===== src/rtl/rr_cs_scheduler_if.sv =====
// Request/grant bundle between requesters and the round-robin chip-select scheduler.
interface rr_cs_scheduler_if;
  logic       en;
  logic [7:0] req;
  logic [2:0] sel;
  logic [7:0] cs_n;
  logic       busy;
  logic       timeout;

  modport master (output en, output req, input sel, input cs_n, input busy, input timeout);
  modport slave  (input en, input req, output sel, output cs_n, output busy, output timeout);
endinterface


===== src/rtl/rr_cs_scheduler.sv =====
// Round-robin owner of one 8-way resource: registered sel/cs_n, bounded hold time,
// and a fixed all-deselected turnaround gap between consecutive grants.
module rr_cs_scheduler #(
  parameter int MAX_HOLD   = 16,
  parameter int GAP_CYCLES = 1
) (
  input  logic              clk,
  input  logic              rst_n,
  rr_cs_scheduler_if.slave  bus
);

  typedef enum logic [1:0] {IDLE, GRANT, GAP} state_t;

  state_t     state, state_nxt;
  logic [2:0] last, last_nxt;
  logic [7:0] hold, hold_nxt;
  logic [3:0] gap, gap_nxt;
  logic [2:0] sel_q, sel_nxt;
  logic [7:0] cs_q, cs_nxt;
  logic       busy_q, busy_nxt;
  logic       tmo_q, tmo_nxt;

  logic       win_vld;
  logic [2:0] win;

  // Scan from last+8 down to last+1 so the nearest requester after last wins;
  // last itself (offset 8) is thereby the lowest priority.
  always_comb begin
    logic [2:0] idx;
    win_vld = 1'b0;
    win     = last;
    idx     = last;
    for (int k = 8; k >= 1; k--) begin
      idx = last + 3'(k);
      if (bus.req[idx]) begin
        win     = idx;
        win_vld = 1'b1;
      end
    end
    win_vld = win_vld & bus.en;
  end

  always_comb begin
    state_nxt = state;
    last_nxt  = last;
    hold_nxt  = hold;
    gap_nxt   = gap;
    sel_nxt   = sel_q;
    cs_nxt    = cs_q;
    busy_nxt  = busy_q;
    tmo_nxt   = 1'b0;
    case (state)
      IDLE: begin
        if (win_vld) begin
          state_nxt = GRANT;
          sel_nxt   = win;
          cs_nxt    = ~(8'b1 << win);
          busy_nxt  = 1'b1;
          hold_nxt  = 8'd1;
        end
      end
      GRANT: begin
        if (!bus.req[sel_q] || hold == 8'(MAX_HOLD)) begin
          state_nxt = GAP;
          cs_nxt    = 8'hFF;
          busy_nxt  = 1'b0;
          last_nxt  = sel_q;
          gap_nxt   = 4'd1;
          tmo_nxt   = bus.req[sel_q];
        end else begin
          hold_nxt  = hold + 8'd1;
        end
      end
      GAP: begin
        if (gap == 4'(GAP_CYCLES)) begin
          if (win_vld) begin
            state_nxt = GRANT;
            sel_nxt   = win;
            cs_nxt    = ~(8'b1 << win);
            busy_nxt  = 1'b1;
            hold_nxt  = 8'd1;
          end else begin
            state_nxt = IDLE;
          end
        end else begin
          gap_nxt = gap + 4'd1;
        end
      end
      default: state_nxt = IDLE;
    endcase
  end

  always_ff @(posedge clk or negedge rst_n) begin
    if (!rst_n) begin
      state  <= IDLE;
      last   <= 3'd7;
      hold   <= 8'd0;
      gap    <= 4'd0;
      sel_q  <= 3'd0;
      cs_q   <= 8'hFF;
      busy_q <= 1'b0;
      tmo_q  <= 1'b0;
    end else begin
      state  <= state_nxt;
      last   <= last_nxt;
      hold   <= hold_nxt;
      gap    <= gap_nxt;
      sel_q  <= sel_nxt;
      cs_q   <= cs_nxt;
      busy_q <= busy_nxt;
      tmo_q  <= tmo_nxt;
    end
  end

  assign bus.sel     = sel_q;
  assign bus.cs_n    = cs_q;
  assign bus.busy    = busy_q;
  assign bus.timeout = tmo_q;

endmodule


===== src/flat_wrapper.sv =====
// flat-port wrapper written by rule: the top's interface ports become plain ports
module rr_cs_scheduler_flat 
#(
  parameter int MAX_HOLD   = 16,
  parameter int GAP_CYCLES = 1
)
  (clk, rst_n, bus_en, bus_req, bus_sel, bus_cs_n, bus_busy, bus_timeout);
  rr_cs_scheduler_if bus_i ();
  input  logic clk;
  input  logic rst_n;
  input wire logic [$bits(bus_i.en)-1:0] bus_en;
  input wire logic [$bits(bus_i.req)-1:0] bus_req;
  output wire logic [$bits(bus_i.sel)-1:0] bus_sel;
  output wire logic [$bits(bus_i.cs_n)-1:0] bus_cs_n;
  output wire logic [$bits(bus_i.busy)-1:0] bus_busy;
  output wire logic [$bits(bus_i.timeout)-1:0] bus_timeout;
  assign bus_i.en = bus_en;
  assign bus_i.req = bus_req;
  assign bus_sel = bus_i.sel;
  assign bus_cs_n = bus_i.cs_n;
  assign bus_busy = bus_i.busy;
  assign bus_timeout = bus_i.timeout;
  rr_cs_scheduler #(.MAX_HOLD(MAX_HOLD), .GAP_CYCLES(GAP_CYCLES)) u_core (.clk(clk), .rst_n(rst_n), .bus(bus_i));
endmodule

===== config.mk =====
export PLATFORM = sky130hd
export DESIGN_NAME = rr_cs_scheduler_flat
export DESIGN_NICKNAME = d
export VERILOG_FILES = /design/src/rtl/rr_cs_scheduler_if.sv /design/src/rtl/rr_cs_scheduler.sv /design/src/flat_wrapper.sv
export SDC_FILE = /design/constraint.sdc
export NUM_CORES = 1
export LEC_CHECK = 0
export CORE_ASPECT_RATIO = 1.4
export CORE_MARGIN = 2
export CORE_UTILIZATION = 36
export DETAILED_ROUTE_END_ITERATION = 8
export GPL_TIMING_DRIVEN = 0
export HOLD_SLACK_MARGIN = 0.12
export PLACE_DENSITY = 0.56
export REMOVE_ABC_BUFFERS = 1
export SLEW_MARGIN = 20
export SYNTH_ARGS = -nofsm -noshare
export SYNTH_HDL_FRONTEND = slang
export SYNTH_SLANG_ARGS = --single-unit

===== constraint.sdc =====
create_clock -name clk -period 5.03 [get_ports clk]
set_clock_uncertainty 0.2 [all_clocks]
set_input_delay 1.509 -clock clk [delete_from_list [all_inputs] [get_ports clk]]
set_output_delay 1.509 -clock clk [all_outputs]
set_load 0.05 [all_outputs]

* Word level (Yosys, flattened, before mapping)
Cells that the tools add are included.
** Word-level totals
- Register bits after elaboration :: 30
- Output and inout bits :: 13
- Word-level logic and storage cells :: 108
** Cells by class
- Add/subtract/negate cells :: 9
- $lt $le $gt $ge :: 9
- Equal/unequal tests :: 9
- Shifts and indexed selects :: 1
- Muxes and demuxes :: 58
- Bitwise logic cells :: 2
- Reductions and logical operators :: 12
** Operators with widths (count)
- $mux 8 :: 6
- $pmux 8 s3 :: 2
- $lt 3x4->1 const B :: 9
- $bmux 1 s3 :: 9
- $mux 3 :: 9
- $mux 1 :: 23
- $add 3x3->3 const B :: 4
- $reduce_and 3->1 :: 4
- $add 8x1->8 const B :: 1
- $eq 8x5->1 const B :: 1
- $mux 4 :: 2
- $not 8->8 :: 1
- $pmux 4 s2 :: 1
- $shl 1x3->8 const A :: 1
- $add 3x2->3 const B :: 2
- $mux 2 :: 3
- $ne 2x1->1 const B :: 3
- $pmux 2 s3 :: 1
- $pmux 3 s2 :: 1
- $add 4x1->4 const B :: 1
- $eq 4x1->1 const B :: 1
- $ne 2x2->1 const B :: 2
- $reduce_and 2->1 :: 2
- $reduce_bool 2->1 :: 2
- other kinds (9) :: 9

* Longest topological paths before layout
- Depth in word-level cells :: 15
- Depth in mapped cells :: 14
- Mapped depth without buffers :: 10

* Least setup slack after synthesis
Ideal clock, no wire load.
- Path kind :: in2reg
- Start point :: input port bus_req[7]
- End point :: register u_core.cs_q[4] (netlist: u_core.bus.cs_n[4])
- Arrival :: 3.403 ns
- Data required time :: 4.768 ns
- Setup slack :: 1.365 ns
- Stages :: 8
- Buffers on the path :: 2
- Cells stage by stage :: clkbuf_1 -> mux4_2 -> mux2_2 -> a21oi_1 -> buf_4 -> nor2_1 -> a211oi_2 -> o32a_1
** On the way
- Word-level cells in the longest chain between the ends :: 14
- Elaborated cells between the ends (all ways) :: 43
** Ends and longest elaborated chain
- start: declaration :: RTL line flat_wrapper.sv:12 : input wire logic [$bits(bus_i.req)-1:0] bus_req;
- $bmux 1 s3 :: RTL line rr_cs_scheduler.sv:35 : if (bus.req[idx]) begin
- $mux 1 (implied by the code) :: RTL line rr_cs_scheduler.sv:35
- $mux 1 / $mux 3 (equally long branches) (7 in series) :: RTL line rr_cs_scheduler.sv:35
- $mux 1 / $shl 1x3->8 (equally long branches) :: RTL line rr_cs_scheduler.sv:35, rr_cs_scheduler.sv:57, rr_cs_scheduler.sv:79
- $and 1x1->1 / $not 8->8 (equally long branches) :: RTL line rr_cs_scheduler.sv:40, rr_cs_scheduler.sv:57, rr_cs_scheduler.sv:79
- $mux 8 :: RTL line rr_cs_scheduler.sv:54, rr_cs_scheduler.sv:76
- $mux 8 :: RTL line rr_cs_scheduler.sv:75 : if (gap == 4'(GAP_CYCLES)) begin
- $pmux 8 s3 :: RTL line rr_cs_scheduler.sv:52 : case (state)
- end signal: assignment :: RTL line rr_cs_scheduler.sv:109 : cs_q <= cs_nxt;
- end: declaration :: RTL line rr_cs_scheduler.sv:19 : logic [7:0] cs_q, cs_nxt;
Parallel ways exist; a longest one is shown, timed or not. The select of a mux whose other input is x is not followed.
A chain may end at the register's enable or synchronous reset.

* Worst setup path in the final report
Ends and elaborated chain as after synthesis.

==> key figures <==
Worst setup path
  – WS Path Type: in -> reg
  – Slowest stage cell, crit path: a21oi_1
  – Crit path max-delay family: compound AO/OA/AOI/OAI gates
  – Arr. time, crit path: 4.59 ns
  – Crit path buffers/inverters: 1
  – CP endpoint kind: register
  – Slowest stage delay, CP: 0.65 ns
  – Critical path startpoint category: primary input
  – CP Cell Sequence: clkdlybuf4s50_1 -> mux4_2 -> mux2_2 -> a21oi_1 -> nor2_1 -> a211oi_2 -> o32a_1
  – Worst-path maximum fanout: 11
  – Critical Path RT: 5.05 ns

Clock network
  – Clock sink count: 30
  – Clk buf depth: 2
  – CTS tree: yes
  – TritonCTS Buffers: 5
  – CTS H-tree lvls: 2
  – Setup Fix Bufs, Post-CTS: 0
  – Post-CTS Hold Fix Bufs: 0
  – Worst-skew pair later-pin latency: 0.29 ns
  – Clk slew on worst S/H paths: 0.06 ns
  – Clock root cell: clkbuf_8
  – # resized after CTS: 0

Detailed routing
  – Routed wl met3: between 100 and 150 um
  – WL met1: between 2000 and 2500 um
  – DR DRC count: 0
  – DR WL met2: between 2000 and 3000 um
  – Iter 0 DRT Violations: around 110
  – Highest Signal Layer: met4
  – Final WL: 5420 um
  – Average wire per standard cell: 16.4 um
  – Via/cell ratio: 5.68
  – Pre-Repair DR Iteration Count: 4
  – Via count: 1873
  – Antenna viol nets, final: 0

Layout
  – Layout fillers: roughly 600
  – Fin area: roughly 2800 sq um
  – Final Net Count: 272
  – Share of cells above drive strength 1: 0.219
  – Area grow syn2layout: 14.2%
  – Non-Filler Instances: 330
  – Ant. Diodes: 0

Die
  – Core area: 6530 sq um
  – Chip width: 73.2 um
  – Die Y-Extent: roughly 100 um
  – Starting Density: 0.370
  – Number of core rows: 35
  – IO Pins: 24
  – Die ar.: 7390 sq um

Logic synthesis
  – Most common cell in the netlist: nand2_1
  – Post-Syn Instances: 235
  – Xor and xnor area share after synthesis: 0.0363
  – Post-Synthesis Cell Area: approximately 2400 sq um
  – Async S/R FF share, synth: 1.00
  – Leading post-synthesis cells by cell area: dfrtp_1, mux4_2, dfstp_2, mux2_2, nand2_1
  – Post-synth EDFFs: 0
  – YS warnings: 0
  – Netlist cell types: 56
  – Post-synthesis mux area share: 0.235
  – #FFs+latches synth: 30
  – Fraction of the mapped netlist area in simple logic gates: 0.176
  – Most used DFF post-synth: dfrtp_1
  – Post-synthesis sequential area ratio: 0.317
  – Synth top area share: 0.197
  – Post-synthesis compound-gate area fraction: 0.158
  – Most frequent cells after synthesis: nand2_1, nor2_1, dfrtp_1
  – Area leader, netlist: dfrtp_1
  – Adder-cell share of the synthesized area: 0.0311
  – Avg Synthesized Cell Area: 10.3 sq um
  – Largest family of logic cells by synthesized area: multiplexers

Run status
  – Status: completed

STA
  – WHS: between 0.3 and 0.4 ns
  – Final hold vios: 0
  – Max-slew violations: 0
  – Setup TNS: 0 ns
  – Setup-failing EPs final: 0
  – Worst slew pin tran: 0.795 ns
  – Slew headroom: 0.470
  – Final min period: 4.56 ns
  – Maximum clock frequency: 219 MHz
  – RSZ-0062 raised after global routing: no
  – Final critical-path share of the clock period: 0.907

Placed design
  – Placed cell count: 322
  – PortBufs: 23
  – Detail Placement HPWL: around 4000 um
  – Placer Congestion: 0.816
  – Placed Area: 2670 sq um

Hold path
  – Hold Path Class: reg -> reg

Power and ir drop
  – P per Cell Area: 737 nW/um^2
  – Leak: 1.06 nW
  – VDD IR-drop max: between 0.0002 and 0.0003 V

GRT
  – GR Overflow Total: 0
  – First-pass GRT wire length: 9040 um
  – Initial antenna violation count: 0
  – Pin count of the biggest net entering global routing: 31
  – Vias in the first global route: around 1900
  – GRT Overall Usage: 0.158

Run
  – Max cap viols: 0
==> metal layers <==
| metal | vias to the layer above | GRT usage |
|---|---|---|
| met5 | - | 0 |
| met4 | 0 | 0.0755 |
| met3 | 11 | 0.0200 |
| met2 | 32 | 0.282 |
| met1 | 909 | 0.181 |
| li1 | 921 | - |
==> worst reg2reg max path, stage by stage (launching register included) <==
cell,delay (ns)
dfstp_2,0.82
clkinv_1,0.35
ha_1,0.68
mux4_2,0.48
nor4_4,0.32
nand3_2,0.15
o211a_1,0.37
or4_1,0.50
nand2_1,0.08
==> layout by cell type, fill, tap and decap left out, types with 3 or more instances in the layout <==
master / instances
o22a_1: 3
nor2b_1: 4
nand2b_1: 4
mux4_2: 15
nand2_1: 25
xor2_1: 5
mux2_2: 10
clkdlybuf4s50_1: 22
or4_1: 3
a22oi_1: 4
ha_1: 6
nand4_1: 3
mux2i_1: 9
or3_1: 3
and2_1: 3
dfrtp_1: 19
o21ai_0: 11
a31oi_1: 3
dfstp_2: 11
a21oi_1: 9
o211ai_1: 5
nand3_1: 4
nor2_1: 20
inv_1: 12
clkbuf_8: 6
==> where the power goes <==
| part | internal (mW) | leakage [nW] | switching [mW] |
|---|---|---|---|
| registers | 0.347 | 0.358 | 0.150 |
| clock network | 0.110 | 0.0482 | 0.0926 |
| logic | 0.580 | 0.656 | 0.753 |
==> metrics by stage <==
step | utilization | power (mW) | worst slack, ns
after floorplan | - | 1.52 | 1.32
after global placement | 0.409 | 1.83 | 0.164
after detailed placement | 0.409 | 1.84 | 0.164
after CTS | 0.423 | 2.05 | 0.446
after global routing | 0.423 | 2.18 | 0.138
final | 0.423 | 2.03 | 0.467
==> sequential cells by signal (all words and copies together) (netlist names) <==
signal and flops:
u_core.last 3, u_core.bus.busy 1, u_core.bus.cs_n 8, u_core.gap 4
u_core.bus.timeout 1, u_core.state 2, u_core.bus.sel 3, u_core.hold 8
==> cells by family after synthesis <==
group                    after synthesis
AND/OR/NAND/NOR                       81
AO/OA/AOI/OAI                         52
multiplexers                          36
flip-flops                            30
buffers and inverters                 23
XOR/XNOR                               7
adder cells (fa/ha/maj)                6
==> final cells by class <==
cell class                      count  area, sq um  area share
Clock buffer                        7         86.3      0.0313
Clock inverter                      1         5.00     0.00181
Multi-Input combinational cell    182         1540       0.557
Timing Repair Buffer               23          225      0.0817
Tap cell                           74         92.6      0.0336
Sequential cell                    30          764       0.277
Inverter                           13         48.8      0.0177
==> final timing paths <==
path	to	depth (start not counted)	from	slack [ns]
max in group asynchronous	u_core.gap[0]$_DFFE_PN0P_	1	rst_n	3.13
worst max register to register	u_core.hold[4]$_DFFE_PN0P_	8	u_core.last[1]$_DFFE_PN1P_	1.01
worst max-delay path	u_core.bus.cs_n[4]$_DFFE_PN1P_	7	bus_req[7]	0.47
min in group asynchronous	u_core.hold[4]$_DFFE_PN0P_	1	rst_n	1.06
worst min register to register	u_core.bus.cs_n[6]$_DFFE_PN1P_	2	u_core.bus.cs_n[6]$_DFFE_PN1P_	0.31
worst min-delay path	u_core.bus.cs_n[6]$_DFFE_PN1P_	2	u_core.bus.cs_n[6]$_DFFE_PN1P_	0.31
No activity file was read; power rests on OpenSTA's default activity.
